## src/rtl/c_sel_a_pkg.sv

```systemverilog
// Shared defaults and helpers for the pipelined carry-select adder.
package c_sel_a_pkg;
  localparam int WIDTH_DEF = 32;
  localparam int SEG_DEF   = 8;

  // Number of carry-select segments, and so the number of pipeline stages.
  function automatic int nseg(input int width, input int seg);
    return width / seg;
  endfunction
endpackage

```

## src/rtl/c_sel_a_seg.sv

```systemverilog
// Combinational SEG-bit carry-select segment: both carry-in cases are summed
// up front, and the late-arriving carry only drives the final mux.
module c_sel_a_seg #(
  parameter int SEG = 8
) (
  input  logic [SEG-1:0] a_i,
  input  logic [SEG-1:0] b_i,
  input  logic           ci_i,
  output logic [SEG-1:0] s_o,
  output logic           co_o
);
  logic [SEG:0] r0, r1;

  assign r0 = {1'b0, a_i} + {1'b0, b_i};
  assign r1 = {1'b0, a_i} + {1'b0, b_i} + {{SEG{1'b0}}, 1'b1};

  assign s_o  = ci_i ? r1[SEG-1:0] : r0[SEG-1:0];
  assign co_o = ci_i ? r1[SEG]     : r0[SEG];
endmodule

```

## src/rtl/c_sel_a_pipe.sv

```systemverilog
// Pipelined carry-select adder/subtractor, one stage per SEG-bit segment.
// Stage k resolves segment k from the registered carry of stage k-1; the
// operand bits still to be summed travel upward with the beat, resolved sum
// bits travel forward. The last stage is the output register.
// Optional macro C_SEL_A_PIPE_OVF_EN adds a registered signed-overflow output.
module c_sel_a_pipe
  import c_sel_a_pkg::*;
#(
  parameter int WIDTH = WIDTH_DEF,
  parameter int SEG   = SEG_DEF
) (
  input  logic           clk,
  input  logic           rst,
  input  logic           in_valid,
  output logic           in_ready,
  input  logic [WIDTH:1] A,
  input  logic [WIDTH:1] B,
  input  logic           cin,
  input  logic           sub,
  output logic           out_valid,
  input  logic           out_ready,
  output logic [WIDTH:1] S,
  output logic           cout
`ifdef C_SEL_A_PIPE_OVF_EN
  ,
  output logic           ovf
`endif
);
  localparam int NSEG = nseg(WIDTH, SEG);
  localparam int LP   = NSEG - 1;

  if ((WIDTH % SEG) != 0 || WIDTH < 2 * SEG) begin : g_bad_param
    $error("c_sel_a_pipe: WIDTH must be a multiple of SEG and at least 2*SEG");
  end

  logic             adv;
  logic [WIDTH-1:0] a0, b0;
  logic             c0;
  logic             vld_out_q;
  logic [WIDTH-1:0] sum_q, sum_d;
  logic             cout_q;

  // The whole pipe moves as one: any free output slot lets every stage shift.
  assign adv      = !vld_out_q || out_ready;
  assign in_ready = adv;

  // Subtraction folds into the operands at acceptance, so sub/cin never
  // need to travel separately.
  assign a0 = A;
  assign b0 = sub ? ~B : B;
  assign c0 = sub | cin;

  for (genvar k = 1; k < NSEG; k++) begin : g_st
    localparam int LO = k * SEG;
    localparam int HI = WIDTH - LO;

    logic          vld_q, vld_d, c_q, c_d;
    logic [LO-1:0] s_q, s_d;
    logic [HI-1:0] a_q, a_d, b_q, b_d;
    logic [SEG-1:0] sa, sb, ss;
    logic          sci, sco;

    c_sel_a_seg #(.SEG(SEG)) u_seg (
      .a_i(sa), .b_i(sb), .ci_i(sci), .s_o(ss), .co_o(sco)
    );

    if (k == 1) begin : g_first
      assign sa    = a0[SEG-1:0];
      assign sb    = b0[SEG-1:0];
      assign sci   = c0;
      assign vld_d = in_valid;
      assign s_d   = ss;
      assign a_d   = a0[WIDTH-1:SEG];
      assign b_d   = b0[WIDTH-1:SEG];
    end else begin : g_mid
      assign sa    = g_st[k-1].a_q[SEG-1:0];
      assign sb    = g_st[k-1].b_q[SEG-1:0];
      assign sci   = g_st[k-1].c_q;
      assign vld_d = g_st[k-1].vld_q;
      assign s_d   = {ss, g_st[k-1].s_q};
      assign a_d   = g_st[k-1].a_q[HI+SEG-1:SEG];
      assign b_d   = g_st[k-1].b_q[HI+SEG-1:SEG];
    end

    assign c_d = sco;

    // Stage register: shifts on advance, holds on stall, cleared on reset.
    always_ff @(posedge clk) begin
      if (rst) begin
        vld_q <= 1'b0;
        c_q   <= 1'b0;
        s_q   <= '0;
        a_q   <= '0;
        b_q   <= '0;
      end else if (adv) begin
        vld_q <= vld_d;
        c_q   <= c_d;
        s_q   <= s_d;
        a_q   <= a_d;
        b_q   <= b_d;
      end
    end
  end

  logic [SEG-1:0] la, lb, ls;
  logic           lco;

  assign la = g_st[LP].a_q;
  assign lb = g_st[LP].b_q;

  c_sel_a_seg #(.SEG(SEG)) u_seg_last (
    .a_i(la), .b_i(lb), .ci_i(g_st[LP].c_q), .s_o(ls), .co_o(lco)
  );

  assign sum_d = {ls, g_st[LP].s_q};

  // Output stage: result only loads for a real beat, so bubbles leave S alone.
  always_ff @(posedge clk) begin
    if (rst) begin
      vld_out_q <= 1'b0;
      sum_q     <= '0;
      cout_q    <= 1'b0;
    end else if (adv) begin
      vld_out_q <= g_st[LP].vld_q;
      if (g_st[LP].vld_q) begin
        sum_q  <= sum_d;
        cout_q <= lco;
      end
    end
  end

`ifdef C_SEL_A_PIPE_OVF_EN
  logic ovf_q, ovf_d;

  // Signed overflow: operands share a sign that the result does not.
  assign ovf_d = (la[SEG-1] == lb[SEG-1]) && (ls[SEG-1] != la[SEG-1]);

  // Overflow flag registered alongside S.
  always_ff @(posedge clk) begin
    if (rst) begin
      ovf_q <= 1'b0;
    end else if (adv && g_st[LP].vld_q) begin
      ovf_q <= ovf_d;
    end
  end

  assign ovf = ovf_q;
`endif

  assign out_valid = vld_out_q;
  assign S         = sum_q;
  assign cout      = cout_q;
endmodule

```

## config.mk

```make
export PLATFORM = sky130hd
export DESIGN_NAME = c_sel_a_pipe
export DESIGN_NICKNAME = d
export VERILOG_FILES = /design/src/rtl/c_sel_a_pkg.sv /design/src/rtl/c_sel_a_seg.sv /design/src/rtl/c_sel_a_pipe.sv
export SDC_FILE = /design/constraint.sdc
export NUM_CORES = 1
export LEC_CHECK = 0
export BUFFER_PORTS_ARGS = -buffer_cell sky130_fd_sc_hd__clkbuf_2
export CELL_PAD_IN_SITES_DETAIL_PLACEMENT = 0
export CELL_PAD_IN_SITES_GLOBAL_PLACEMENT = 2
export CORE_UTILIZATION = 37
export DETAILED_ROUTE_END_ITERATION = 10
export PLACE_DENSITY_LB_ADDON = 0.1
export SYNTH_ARGS = -nofsm -noshare
export SYNTH_HDL_FRONTEND = slang
export SYNTH_SLANG_ARGS = --single-unit
```

## constraint.sdc

```tcl
create_clock -name clk -period 7.4 [get_ports clk]
set_clock_uncertainty 0.15 [all_clocks]
set_input_delay 0.74 -clock clk [delete_from_list [all_inputs] [get_ports clk]]
set_output_delay 0.74 -clock clk [all_outputs]
set_load 0.01 [all_outputs]
```

Word-level counts from Yosys, hierarchy flattened
Cells that the tools add are included.
Storage, ports and cells
  register bits after elaboration: 184
  input port bits: 70
  logic and storage cells: 40
  output and inout port bits: 35
Operators by class
  reductions and logical operators: 3
  $add $sub $neg: 8
  bitwise operators: 2
  muxes and demuxes: 9
Operators by type and width (number)
  $add A8 B8 Y9: 4
  $add A9 B1 Y9 const B: 4
  $mux W32: 1
  $mux W8: 4
  $not A32 Y32: 1
  $mux W1: 4
  $reduce_and A2 Y1: 1
  $logic_not A1 Y1: 1
  $logic_or A1 B1 Y1: 1
  $or A1 B1 Y1: 1

Depth between registers and ports, before layout
Gate-level depths: netlist (run 1).
  depth in word-level cells: 5
  depth in mapped cells: 13
  mapped depth without buffers: 11

Modules after synthesis
A second synthesis (run 1) with hierarchy kept.
Unflattened totals
  cells, all modules: 1051
  area, all modules: 8783.4 µm²
Modules (own cells, without submodules)
  c_sel_a_pipe: instances 1, sequential area each 3683.5 µm², cells each 818, area an instance 6766.5 µm²
  c_sel_a_seg (g_st[3].u_seg ...): instances 2, sequential area each 0.0 µm², cells each 58, area an instance 498.0 µm²
  c_sel_a_seg (g_st[1].u_seg): instances 1, sequential area each 0.0 µm², cells each 58, area an instance 521.8 µm²
  c_sel_a_seg (g_st[2].u_seg): instances 1, sequential area each 0.0 µm², cells each 59, area an instance 499.2 µm²

Worst setup path after synthesis (run 1)
Ideal clock, no wire load.
  path kind: input to register
  start: input sub
  end: register g_st[1].s_q[7]
  cell stages on the path: 11
  buffers on the path: 2
  slack: 3859 ps
  required time: 7134 ps
  arrival: 3275 ps
  library setup time: 116 ps
  cells stage by stage: buf_2 -> buf_1 -> xor2_1 -> ha_1 -> inv_1 -> fa_1 -> xor2_1 -> nor4b_1 -> and3_1 -> nand3_1 -> o211a_1
Between the ends
  cells in the longest elaborated chain, start to end: 4
  elaborated cells on any way between the ends: 5
  those cells by class: add/sub (2); mux (2); bitwise (1)
Ends and longest elaborated chain
  from (decl): RTL line c_sel_a_pipe.sv:19  | input logic sub,
  $mux W32: RTL line c_sel_a_pipe.sv:50  | assign b0 = sub ? ~B : B;
  $add A8 B8 Y9: RTL line c_sel_a_seg.sv:14, c_sel_a_seg.sv:15
  $add A9 B1 Y9: RTL line c_sel_a_seg.sv:15  | assign r1 = {1'b0, a_i} + {1'b0, b_i} + {{SEG{1'b0}}, 1'b1};
  $mux W8 (*): RTL line c_sel_a_seg.sv:17  | assign s_o = ci_i ? r1[SEG-1:0] : r0[SEG-1:0];
  to (signal assigned): RTL line c_sel_a_pipe.sv:92  | s_q <= '0;
  to (signal assigned): RTL line c_sel_a_pipe.sv:98  | s_q <= s_d;
  to (decl): RTL line c_sel_a_pipe.sv:58  | logic [LO-1:0] s_q, s_d;
Every way passes the cells marked *; elsewhere a longest branch is shown, timed or not.
A chain may end at the register's enable or synchronous reset.

Final worst setup path (run 1)
Same ends and word-level chain as after synthesis.

==> results of run 1 <==
[kinds of logic (layout without fill, tap and decap cells)]
| kind of cell | after synthesis | after routing | share of synthesized area (%) |
|---|---|---|---|
| and+or+nand+nor | 433 | 433 | 21.8 |
| AOI/OAI and AO/OA | 260 | 260 | 18.9 |
| buffers and inverters | 83 | 159 | 3.61 |
| xor gates and xnor gates | 68 | 68 | 6.90 |
| adders and majority gates | 40 | 40 | 6.07 |
| DFF | 184 | 184 | 42.1 |
| muxes | 5 | 5 | 0.572 |
[worst min path at each step]
| stage | depth (start not counted) | from | endpoint |
|---|---|---|---|
| 2_1_floorplan | 2 | g_st[3].s_q[22] | S[23] |
| 3_3_place_gp | 2 | g_st[3].s_q[12] | g_st[3].s_q[12] |
| 3_5_place_dp | 2 | g_st[3].s_q[12] | g_st[3].s_q[12] |
| 4_1_cts | 2 | g_st[3].s_q[12] | g_st[3].s_q[12] |
| 5_1_grt | 2 | g_st[1].a_q[8] | g_st[1].a_q[8] |
| 6_report | 2 | g_st[3].s_q[8] | g_st[3].s_q[8] |
[Yosys cell counts (5+ instances only)]
cell type                  count  share of area [%]
sky130_fd_sc_hd__a211oi_1     55                4.7
sky130_fd_sc_hd__a21o_1        7               0.60
sky130_fd_sc_hd__a21oi_1     138                7.9
sky130_fd_sc_hd__and2_1        5               0.36
sky130_fd_sc_hd__and3_1        6               0.43
sky130_fd_sc_hd__buf_1         6               0.26
sky130_fd_sc_hd__clkbuf_1     59                2.5
sky130_fd_sc_hd__dfxtp_1     184                 42
sky130_fd_sc_hd__ha_1         36                5.2
sky130_fd_sc_hd__inv_1        14               0.60
sky130_fd_sc_hd__mux2i_1       5               0.57
sky130_fd_sc_hd__nand2_1     268                 12
sky130_fd_sc_hd__nand3_1       9               0.51
sky130_fd_sc_hd__nand4_1       6               0.43
sky130_fd_sc_hd__nor2_1       82                3.5
sky130_fd_sc_hd__nor2b_1       7               0.50
sky130_fd_sc_hd__nor3_1       12               0.69
sky130_fd_sc_hd__nor3b_1       9               0.77
sky130_fd_sc_hd__o211ai_1      6               0.51
sky130_fd_sc_hd__o21ai_0      14               0.80
sky130_fd_sc_hd__xnor2_1      47                4.7
sky130_fd_sc_hd__xor2_1       20                2.0
[flip-flops by register name, indices dropped and copies added (netlist names)]
name / flops
g_st.s_q: 48
g_st.c_q: 3
g_st.b_q: 48
out_valid: 1
S: 32
g_st.vld_q: 3
g_st.a_q: 48
cout: 1
[cell type report]
| cell class | instances | area, um2 |
|---|---|---|
| Tap cell | 313 | 392 |
| Clock inverter | 15 | 214 |
| Clock buffer | 17 | 425 |
| Inverter | 15 | 61.3 |
| Multi-Input combinational cell | 806 | 4750 |
| Sequential cell | 184 | 3680 |
| Fill cell | 2391 | 12800 |
| Timing Repair Buffer | 112 | 587 |
[routing by layer]
layer  GRT usage, %  part of all wire, %  vias to the layer above
li1               -                    -                     3813
met1           25.9                   55                     3229
met2           25.9                   42                       94
met3           2.81                  2.7                       11
met4           4.34                 0.75                        0
met5              0                    0                        -
[critical path, cell delays in order]
cell and delay (ns):
sky130_fd_sc_hd__clkbuf_2 0.08, sky130_fd_sc_hd__buf_4 0.48, sky130_fd_sc_hd__xor2_1 0.21, sky130_fd_sc_hd__ha_1 0.21
sky130_fd_sc_hd__inv_1 0.07, sky130_fd_sc_hd__fa_1 0.39, sky130_fd_sc_hd__xor2_1 0.19, sky130_fd_sc_hd__nor4b_1 0.45
sky130_fd_sc_hd__and3_1 0.28, sky130_fd_sc_hd__nand3_1 0.09, sky130_fd_sc_hd__o211a_1 0.23
[metrics by stage]
stage               instances  power (uW)  hold WS (ns)  utilization (%)
floorplan                1073        1360         0.277                -
global placement         1430        1460         0.290             41.4
detailed placement       1430        1460         0.294             41.4
CTS                      1462        2420         0.305             44.1
global route             1462        2510         0.318             44.1
finish                   1462        2390         0.302             44.1
[power by group]
part / switching [uW] / internal [uW] / total, uW / leakage [uW]
logic: 186 / 146 / 332 / 0.00222
clock network: 479 / 473 / 952 / 0.000305
registers: 43.6 / 1060 / 1100 / 0.00151
total: 708 / 1680 / 2390 / 0.00403
==> impl_metrics.prom, run 1 <==
# TYPE chip_impl_metric gauge
chip_impl_metric{name="max_clock_freq",unit="MHz"} 306
chip_impl_metric{name="boundaryPins",unit=""} 105
chip_impl_metric{name="power-per-cell-area",unit="nW/um2"} 236
chip_impl_metric{name="clock_tree.htree_level_count",unit=""} 4
chip_impl_info{name="layout.cells.most_common",value="sky130_fd_sc_hd__nand2_1"} 1
chip_impl_metric{name="final.setup.tns",unit="ns"} 0
chip_impl_metric{name="post-route-cell-area",unit="um2"} 10100
chip_impl_metric{name="drt_iter0_drc",unit=""} 438
chip_impl_metric{name="synth_sequential_area_ratio",unit="%"} 42.1
chip_impl_metric{name="min_period_over_period",unit="%"} 44.2
chip_impl_metric{name="postCtsResizedCells",unit=""} 0
chip_impl_metric{name="detail_route.first_pass.iterations",unit=""} 4
chip_impl_metric{name="setup_violations",unit=""} 0
chip_impl_metric{name="timing.reg2reg.setup_slack",unit="ns"} 4.39
chip_impl_info{name="critical_path.startpoint_type",value="input port"} 1
chip_impl_metric{name="syn_area_per_cell",unit="um2"} 8.15
chip_impl_metric{name="holdBufCountCts",unit=""} 0
chip_impl_metric{name="final_report_hold_violation_count",unit=""} 0
chip_impl_metric{name="largest_net_degree_at_the_start_of_global_routing",unit=""} 117
chip_impl_metric{name="final_net_count",unit=""} 1246
chip_impl_metric{name="via_per_inst",unit=""} 4.89
chip_impl_metric{name="cp_data_arrival_time",unit="ns"} 3.44
chip_impl_metric{name="rr_worst_depth",unit=""} 8
chip_impl_metric{name="floorplan.die.width",unit="um"} 156
chip_impl_metric{name="tritoncts_num_sinks",unit=""} 184
chip_impl_info{name="ctsRootBufferMaster",value="sky130_fd_sc_hd__clkbuf_16"} 1
chip_impl_metric{name="min_period",unit="ns"} 3.27
chip_impl_metric{name="synth_async_sr_flop_share",unit="%"} 0
chip_impl_metric{name="antenna_found_initial",unit=""} 0
chip_impl_metric{name="dr_total_vias",unit=""} 7147
chip_impl_metric{name="wire_length_of_the_first_global_routing_pass",unit="mm"} 34.2
chip_impl_metric{name="ffs_latches_synth",unit=""} 184
chip_impl_metric{name="cts-root-to-sink-buffers",unit=""} 2
chip_impl_metric{name="synth_warnings",unit=""} 0
chip_impl_metric{name="post-cts-setup-buffer-count",unit=""} 0
chip_impl_metric{name="tightestPinTransition",unit="ns"} 0.814
chip_impl_info{name="worstReg2RegStart",value="out_valid"} 1
chip_impl_metric{name="numPortBuffers",unit=""} 104
chip_impl_metric{name="route.antenna.remaining_nets",unit=""} 0
chip_impl_metric{name="totalWireLength",unit="mm"} 20.1
chip_impl_info{name="cp-startpoint",value="sub"} 1
chip_impl_info{name="status",value="completed"} 1
chip_impl_metric{name="die_h",unit="um"} 156
chip_impl_metric{name="p_leak",unit="uW"} 0.00403
chip_impl_info{name="crit_type",value="in -> reg"} 1
chip_impl_metric{name="placementRows",unit=""} 55
chip_impl_info{name="timing.hold.worst.class",value="reg -> reg"} 1
chip_impl_metric{name="start_util",unit="%"} 38.2
chip_impl_metric{name="report.final.slew_viol_count",unit=""} 0
chip_impl_metric{name="postSynthCellCount",unit=""} 1073
chip_impl_metric{name="path_clk_slew",unit="ns"} 0.09
chip_impl_metric{name="wl_per_cell",unit="um"} 13.8
chip_impl_metric{name="worstPathMaxFanout",unit=""} 36
chip_impl_info{name="synth_flop_cell",value="sky130_fd_sc_hd__dfxtp_1"} 1
chip_impl_metric{name="mappedNetlistNets",unit=""} 1183
chip_impl_metric{name="floorplan.die_area",unit="um2"} 24300
chip_impl_metric{name="globalplace.congestion",unit=""} 0.784
chip_impl_metric{name="vdd.ir_drop.worst",unit="V"} 0.000112
chip_impl_metric{name="max-slew-margin-rel",unit="%"} 45.7
chip_impl_metric{name="syn_to_final_growth",unit="%"} 15.7
chip_impl_metric{name="ys_types",unit=""} 66
chip_impl_info{name="grt_setup_unrepaired",value="false"} 1
chip_impl_metric{name="antenna_cells",unit=""} 0
chip_impl_info{name="critPathCaptureType",value="flop"} 1
chip_impl_metric{name="layout_cell_share_with_drive_strength_beyond_1",unit="%"} 14.6
chip_impl_metric{name="critical_path_required",unit="ns"} 7.57
chip_impl_metric{name="detailedPlacementHpwl",unit="mm"} 13.7
chip_impl_metric{name="global_route.overflow_total",unit=""} 0
chip_impl_metric{name="via_count_of_the_first_global_routing_pass",unit=""} 6785
chip_impl_metric{name="drc",unit=""} 0
chip_impl_metric{name="synth.cell_area",unit="um2"} 8750
chip_impl_metric{name="postLayoutSetupSlackWorst",unit="ns"} 4.13
chip_impl_metric{name="cts_buffers",unit=""} 17
chip_impl_metric{name="synth_enable_flop_cells",unit=""} 0
chip_impl_metric{name="place_ws",unit="ns"} 3.69
chip_impl_metric{name="maxCapViolCount",unit=""} 0
chip_impl_info{name="rr_endpoint",value="cout"} 1
chip_impl_metric{name="coreArea",unit="um2"} 22900
chip_impl_metric{name="grtUsageTotal",unit="%"} 17.4
chip_impl_metric{name="clkLatencyLatePin",unit="ns"} 0.43
chip_impl_info{name="cts_tree",value="done"} 1
chip_impl_info{name="commonest_cells_after_routing_fill_and_taps_aside",value="sky130_fd_sc_hd__nand2_1 (268), sky130_fd_sc_hd__dfxtp_1 (184), sky130_fd_sc_hd__a21oi_1 (138), sky130_fd_sc_hd__clkbuf_2 (103), sky130_fd_sc_hd__nor2_1 (82)"} 1
chip_impl_metric{name="placedInstanceArea",unit="um2"} 9480
chip_impl_info{name="worstSetupEndpoint",value="g_st[1].s_q[7]"} 1
No activity file was read; power rests on OpenSTA's default activity.
==> run 2: changes to the inputs <==
- ABC_AREA: not set -> 1
- CORE_UTILIZATION: 37 -> 33
- clock period: 7.4 -> 3.3 ns (I/O delays scaled with it)
==> run 2 against run 1 <==
  * Clock power rose by 120%
  * Sequential power rose by 130%
  * Worst setup slack got worse by 3.2 ns
  * Flip-flop and latch count did not move
  * Power rose by 130%
  * Synthesized cell count rose by 10%
  * Non-clock buffer count rose by 17
==> impl_metrics.prom, run 2 <==
# TYPE chip_impl_metric gauge
chip_impl_metric{name="syn_area_per_cell",unit="um2"} 7.31
chip_impl_metric{name="final_report_hold_violation_count",unit=""} 0
chip_impl_metric{name="combinationalPowerShare",unit="%"} 14.7
chip_impl_info{name="synth_flop_cell",value="sky130_fd_sc_hd__dfxtp_1"} 1
chip_impl_metric{name="largest_net_degree_at_the_start_of_global_routing",unit=""} 127
chip_impl_metric{name="p_int",unit="uW"} 3760
chip_impl_metric{name="critical_path_required",unit="ns"} 3.47
chip_impl_metric{name="synth_async_sr_flop_share",unit="%"} 0
chip_impl_metric{name="report.final.slew_viol_count",unit=""} 0
chip_impl_metric{name="timing.hold.ws",unit="ns"} 0.0179
chip_impl_metric{name="mappedNetlistNets",unit=""} 1294
chip_impl_info{name="timing.hold.worst.class",value="in -> reg"} 1
chip_impl_metric{name="ffs_latches_synth",unit=""} 184
chip_impl_metric{name="globalplace.congestion",unit=""} 0.757
chip_impl_metric{name="coreArea",unit="um2"} 25500
chip_impl_metric{name="postLayoutSetupSlackWorst",unit="ns"} 0.930
chip_impl_metric{name="max_clock_freq",unit="MHz"} 422
chip_impl_info{name="cp-startpoint",value="g_st[1].a_q[0]"} 1
chip_impl_metric{name="path_clk_slew",unit="ns"} 0.08
chip_impl_metric{name="layout_cell_share_with_drive_strength_beyond_1",unit="%"} 13.2
chip_impl_metric{name="antenna_cells",unit=""} 0
chip_impl_metric{name="power-per-cell-area",unit="nW/um2"} 527
chip_impl_info{name="critical_path.startpoint_type",value="flop"} 1
chip_impl_metric{name="tritoncts_num_sinks",unit=""} 184
chip_impl_metric{name="cts_buffers",unit=""} 17
chip_impl_metric{name="utilization",unit="%"} 40.1
chip_impl_info{name="commonest_cells_after_routing_fill_and_taps_aside",value="sky130_fd_sc_hd__nor2_1 (257), sky130_fd_sc_hd__o21ai_0 (188), sky130_fd_sc_hd__dfxtp_1 (184), sky130_fd_sc_hd__nand2_1 (147), sky130_fd_sc_hd__clkbuf_2 (104)"} 1
chip_impl_info{name="ctsRootBufferMaster",value="sky130_fd_sc_hd__clkbuf_16"} 1
chip_impl_info{name="netlist_top_cells_area",value="sky130_fd_sc_hd__dfxtp_1 (43%), sky130_fd_sc_hd__nor2_1 (11%), sky130_fd_sc_hd__o21ai_0 (11%)"} 1
chip_impl_info{name="yosysTopAreaCell",value="sky130_fd_sc_hd__dfxtp_1"} 1
chip_impl_metric{name="detail_route.first_pass.iterations",unit=""} 4
chip_impl_metric{name="floorplan.die.width",unit="um"} 164
chip_impl_info{name="worstHoldStart",value="A[28]"} 1
chip_impl_metric{name="wl_per_cell",unit="um"} 12.2
chip_impl_info{name="ys_top_cells_by_count",value="sky130_fd_sc_hd__nor2_1 (259), sky130_fd_sc_hd__o21ai_0 (188), sky130_fd_sc_hd__dfxtp_1 (184), sky130_fd_sc_hd__nand2_1 (147), sky130_fd_sc_hd__inv_1 (86)"} 1
chip_impl_metric{name="placementRows",unit=""} 58
chip_impl_metric{name="maxCapViolCount",unit=""} 0
chip_impl_metric{name="die_h",unit="um"} 164
chip_impl_metric{name="boundaryPins",unit=""} 105
chip_impl_metric{name="floorplan.die_area",unit="um2"} 26900
chip_impl_metric{name="num-fill-cells",unit=""} 2719
chip_impl_metric{name="via_count_of_the_first_global_routing_pass",unit=""} 6838
chip_impl_metric{name="max-slew-margin-rel",unit="%"} 36.4
chip_impl_metric{name="synth.cell_area",unit="um2"} 8650
chip_impl_info{name="biggestRegsByFlops",value="g_st.a_q x48, g_st.b_q x48, g_st.s_q x48"} 1
chip_impl_metric{name="worstPathMaxFanout",unit=""} 3
chip_impl_metric{name="post-cts-setup-buffer-count",unit=""} 0
chip_impl_metric{name="tightestPinTransition",unit="ns"} 0.954
chip_impl_metric{name="drt_iter0_drc",unit=""} 344
chip_impl_metric{name="synth_warnings",unit=""} 0
chip_impl_info{name="layout.cells.most_common",value="sky130_fd_sc_hd__nor2_1"} 1
chip_impl_metric{name="synth.top_cell.area_share",unit="%"} 42.6
chip_impl_metric{name="global_route.overflow_total",unit=""} 0
chip_impl_metric{name="min_period_over_period",unit="%"} 71.8
chip_impl_metric{name="final.setup.tns",unit="ns"} 0
chip_impl_metric{name="seqPwrFrac",unit="%"} 46.2
chip_impl_metric{name="grt.met1_usage",unit="%"} 22.0
chip_impl_metric{name="p_sw_share",unit="%"} 30.2
chip_impl_metric{name="vdd.ir_drop.worst",unit="V"} 0.000336
chip_impl_info{name="crit_type",value="reg -> reg"} 1
chip_impl_metric{name="start_util",unit="%"} 34.0
chip_impl_metric{name="cts-root-to-sink-buffers",unit=""} 2
chip_impl_metric{name="groute.layer.met2.usage",unit="%"} 24.3
chip_impl_metric{name="p_leak",unit="uW"} 0.00505
chip_impl_metric{name="postSynthCellCount",unit=""} 1184
chip_impl_metric{name="dr_total_vias",unit=""} 7312
chip_impl_info{name="busiest_layer",value="met2"} 1
chip_impl_info{name="worstReg2RegStart",value="g_st[1].a_q[0]"} 1
chip_impl_metric{name="numPortBuffers",unit=""} 104
chip_impl_info{name="cts_tree",value="done"} 1
chip_impl_metric{name="via_per_inst",unit=""} 4.54
chip_impl_metric{name="timing.reg2reg.setup_slack",unit="ns"} 0.93
chip_impl_metric{name="detailedPlacementHpwl",unit="mm"} 13.4
chip_impl_info{name="synth.most_common_cell",value="sky130_fd_sc_hd__nor2_1"} 1
chip_impl_metric{name="cp_data_arrival_time",unit="ns"} 2.54
chip_impl_metric{name="power.clock.fraction",unit="%"} 39.1
chip_impl_metric{name="syn_to_final_growth",unit="%"} 18.2
chip_impl_metric{name="ys_types",unit=""} 29
chip_impl_metric{name="clock_tree.htree_level_count",unit=""} 4
chip_impl_metric{name="final_net_count",unit=""} 1379
chip_impl_info{name="status",value="completed"} 1
chip_impl_metric{name="wire_length_of_the_first_global_routing_pass",unit="mm"} 33.7
chip_impl_metric{name="antenna_found_initial",unit=""} 0
chip_impl_metric{name="min_period",unit="ns"} 2.37
chip_impl_metric{name="synth_sequential_area_ratio",unit="%"} 42.6
chip_impl_metric{name="postCtsResizedCells",unit=""} 0
chip_impl_metric{name="drc",unit=""} 0
chip_impl_metric{name="place_ws",unit="ns"} 0.637
chip_impl_metric{name="route.antenna.remaining_nets",unit=""} 0
chip_impl_metric{name="totalWireLength",unit="mm"} 19.7
chip_impl_metric{name="synth_enable_flop_cells",unit=""} 0
chip_impl_metric{name="total_switching_power",unit="uW"} 1630
chip_impl_metric{name="met3_usage",unit="%"} 2.68
chip_impl_metric{name="setup_violations",unit=""} 0
chip_impl_info{name="critPathCaptureType",value="flop"} 1
chip_impl_metric{name="clkLatencyLatePin",unit="ns"} 0.43
chip_impl_info{name="grt_setup_unrepaired",value="false"} 1
chip_impl_metric{name="grtUsageTotal",unit="%"} 15.6
==> run 2: per-stage QoR <==
stage	area (um2)	std cells	power [uW]
2_1_floorplan	8650	1184	3100
3_3_place_gp	9450	1565	3330
3_5_place_dp	9450	1565	3340
4_1_cts	10200	1612	5470
5_1_grt	10200	1612	5720
6_report	10200	1612	5390
==> run 2: path summary, 6_finish.rpt <==
path	to	depth (start not counted)
max	g_st[2].c_q	12
max reg2reg	g_st[2].c_q	12
min	g_st[1].a_q[19]	3
min reg2reg	g_st[2].b_q[14]	2
==> run 2: cells by family after synthesis <==
group / Yosys count / share of synthesized area, %
AOI/OAI and AO/OA: 266 / 15.5
and+or+nand+nor: 486 / 23.3
buffers and inverters: 152 / 6.75
adders and majority gates: 40 / 6.13
muxes: 2 / 0.231
xor gates and xnor gates: 54 / 5.47
DFF: 184 / 42.6
==> run 2: routing by layer <==
metal	up-vias	wire length (um)
li1	4010	-
met1	3207	10600
met2	84	8490
met3	11	463
met4	0	155
met5	-	0
==> run 2: power groups by stage <==
stage               registers [uW]  logic, uW  clock network, uW
floorplan                     2530        574                  0
global placement              2540        789                  0
detailed placement            2540        792                  0
CTS                           2490        810               2170
global route                  2520        928               2280
finish                        2490        794               2100
==> run 2: what timing repair did <==
action / in CTS / in global routing
hold endpoints to repair: 16 / 0
hold buffers: 15 / 0
setup endpoints to repair: 0 / 0
==> run 2: critical path, stage by stage, from the launching register on <==
cell                      delay [ns]
sky130_fd_sc_hd__dfxtp_1        0.32
sky130_fd_sc_hd__ha_1           0.24
sky130_fd_sc_hd__fa_1           0.55
sky130_fd_sc_hd__ha_1           0.16
sky130_fd_sc_hd__nand2_1        0.09
sky130_fd_sc_hd__nor2_2         0.17
sky130_fd_sc_hd__nand3_2        0.10
sky130_fd_sc_hd__nor2_2         0.15
sky130_fd_sc_hd__nand3_1        0.08
sky130_fd_sc_hd__nand2_1        0.06
sky130_fd_sc_hd__nand3_1        0.08
sky130_fd_sc_hd__nand2_1        0.08
sky130_fd_sc_hd__inv_1          0.03
==> run 2: cell type report <==
class	instances	area, um2	area share, %
clock buffers	17	425	4.16
clock inverters	15	196	1.92
inverters	89	342	3.34
multi-input cells	848	4390	43.0
flip-flops and latches	184	3680	36.0
well taps	330	413	4.04
repair buffers	129	771	7.54
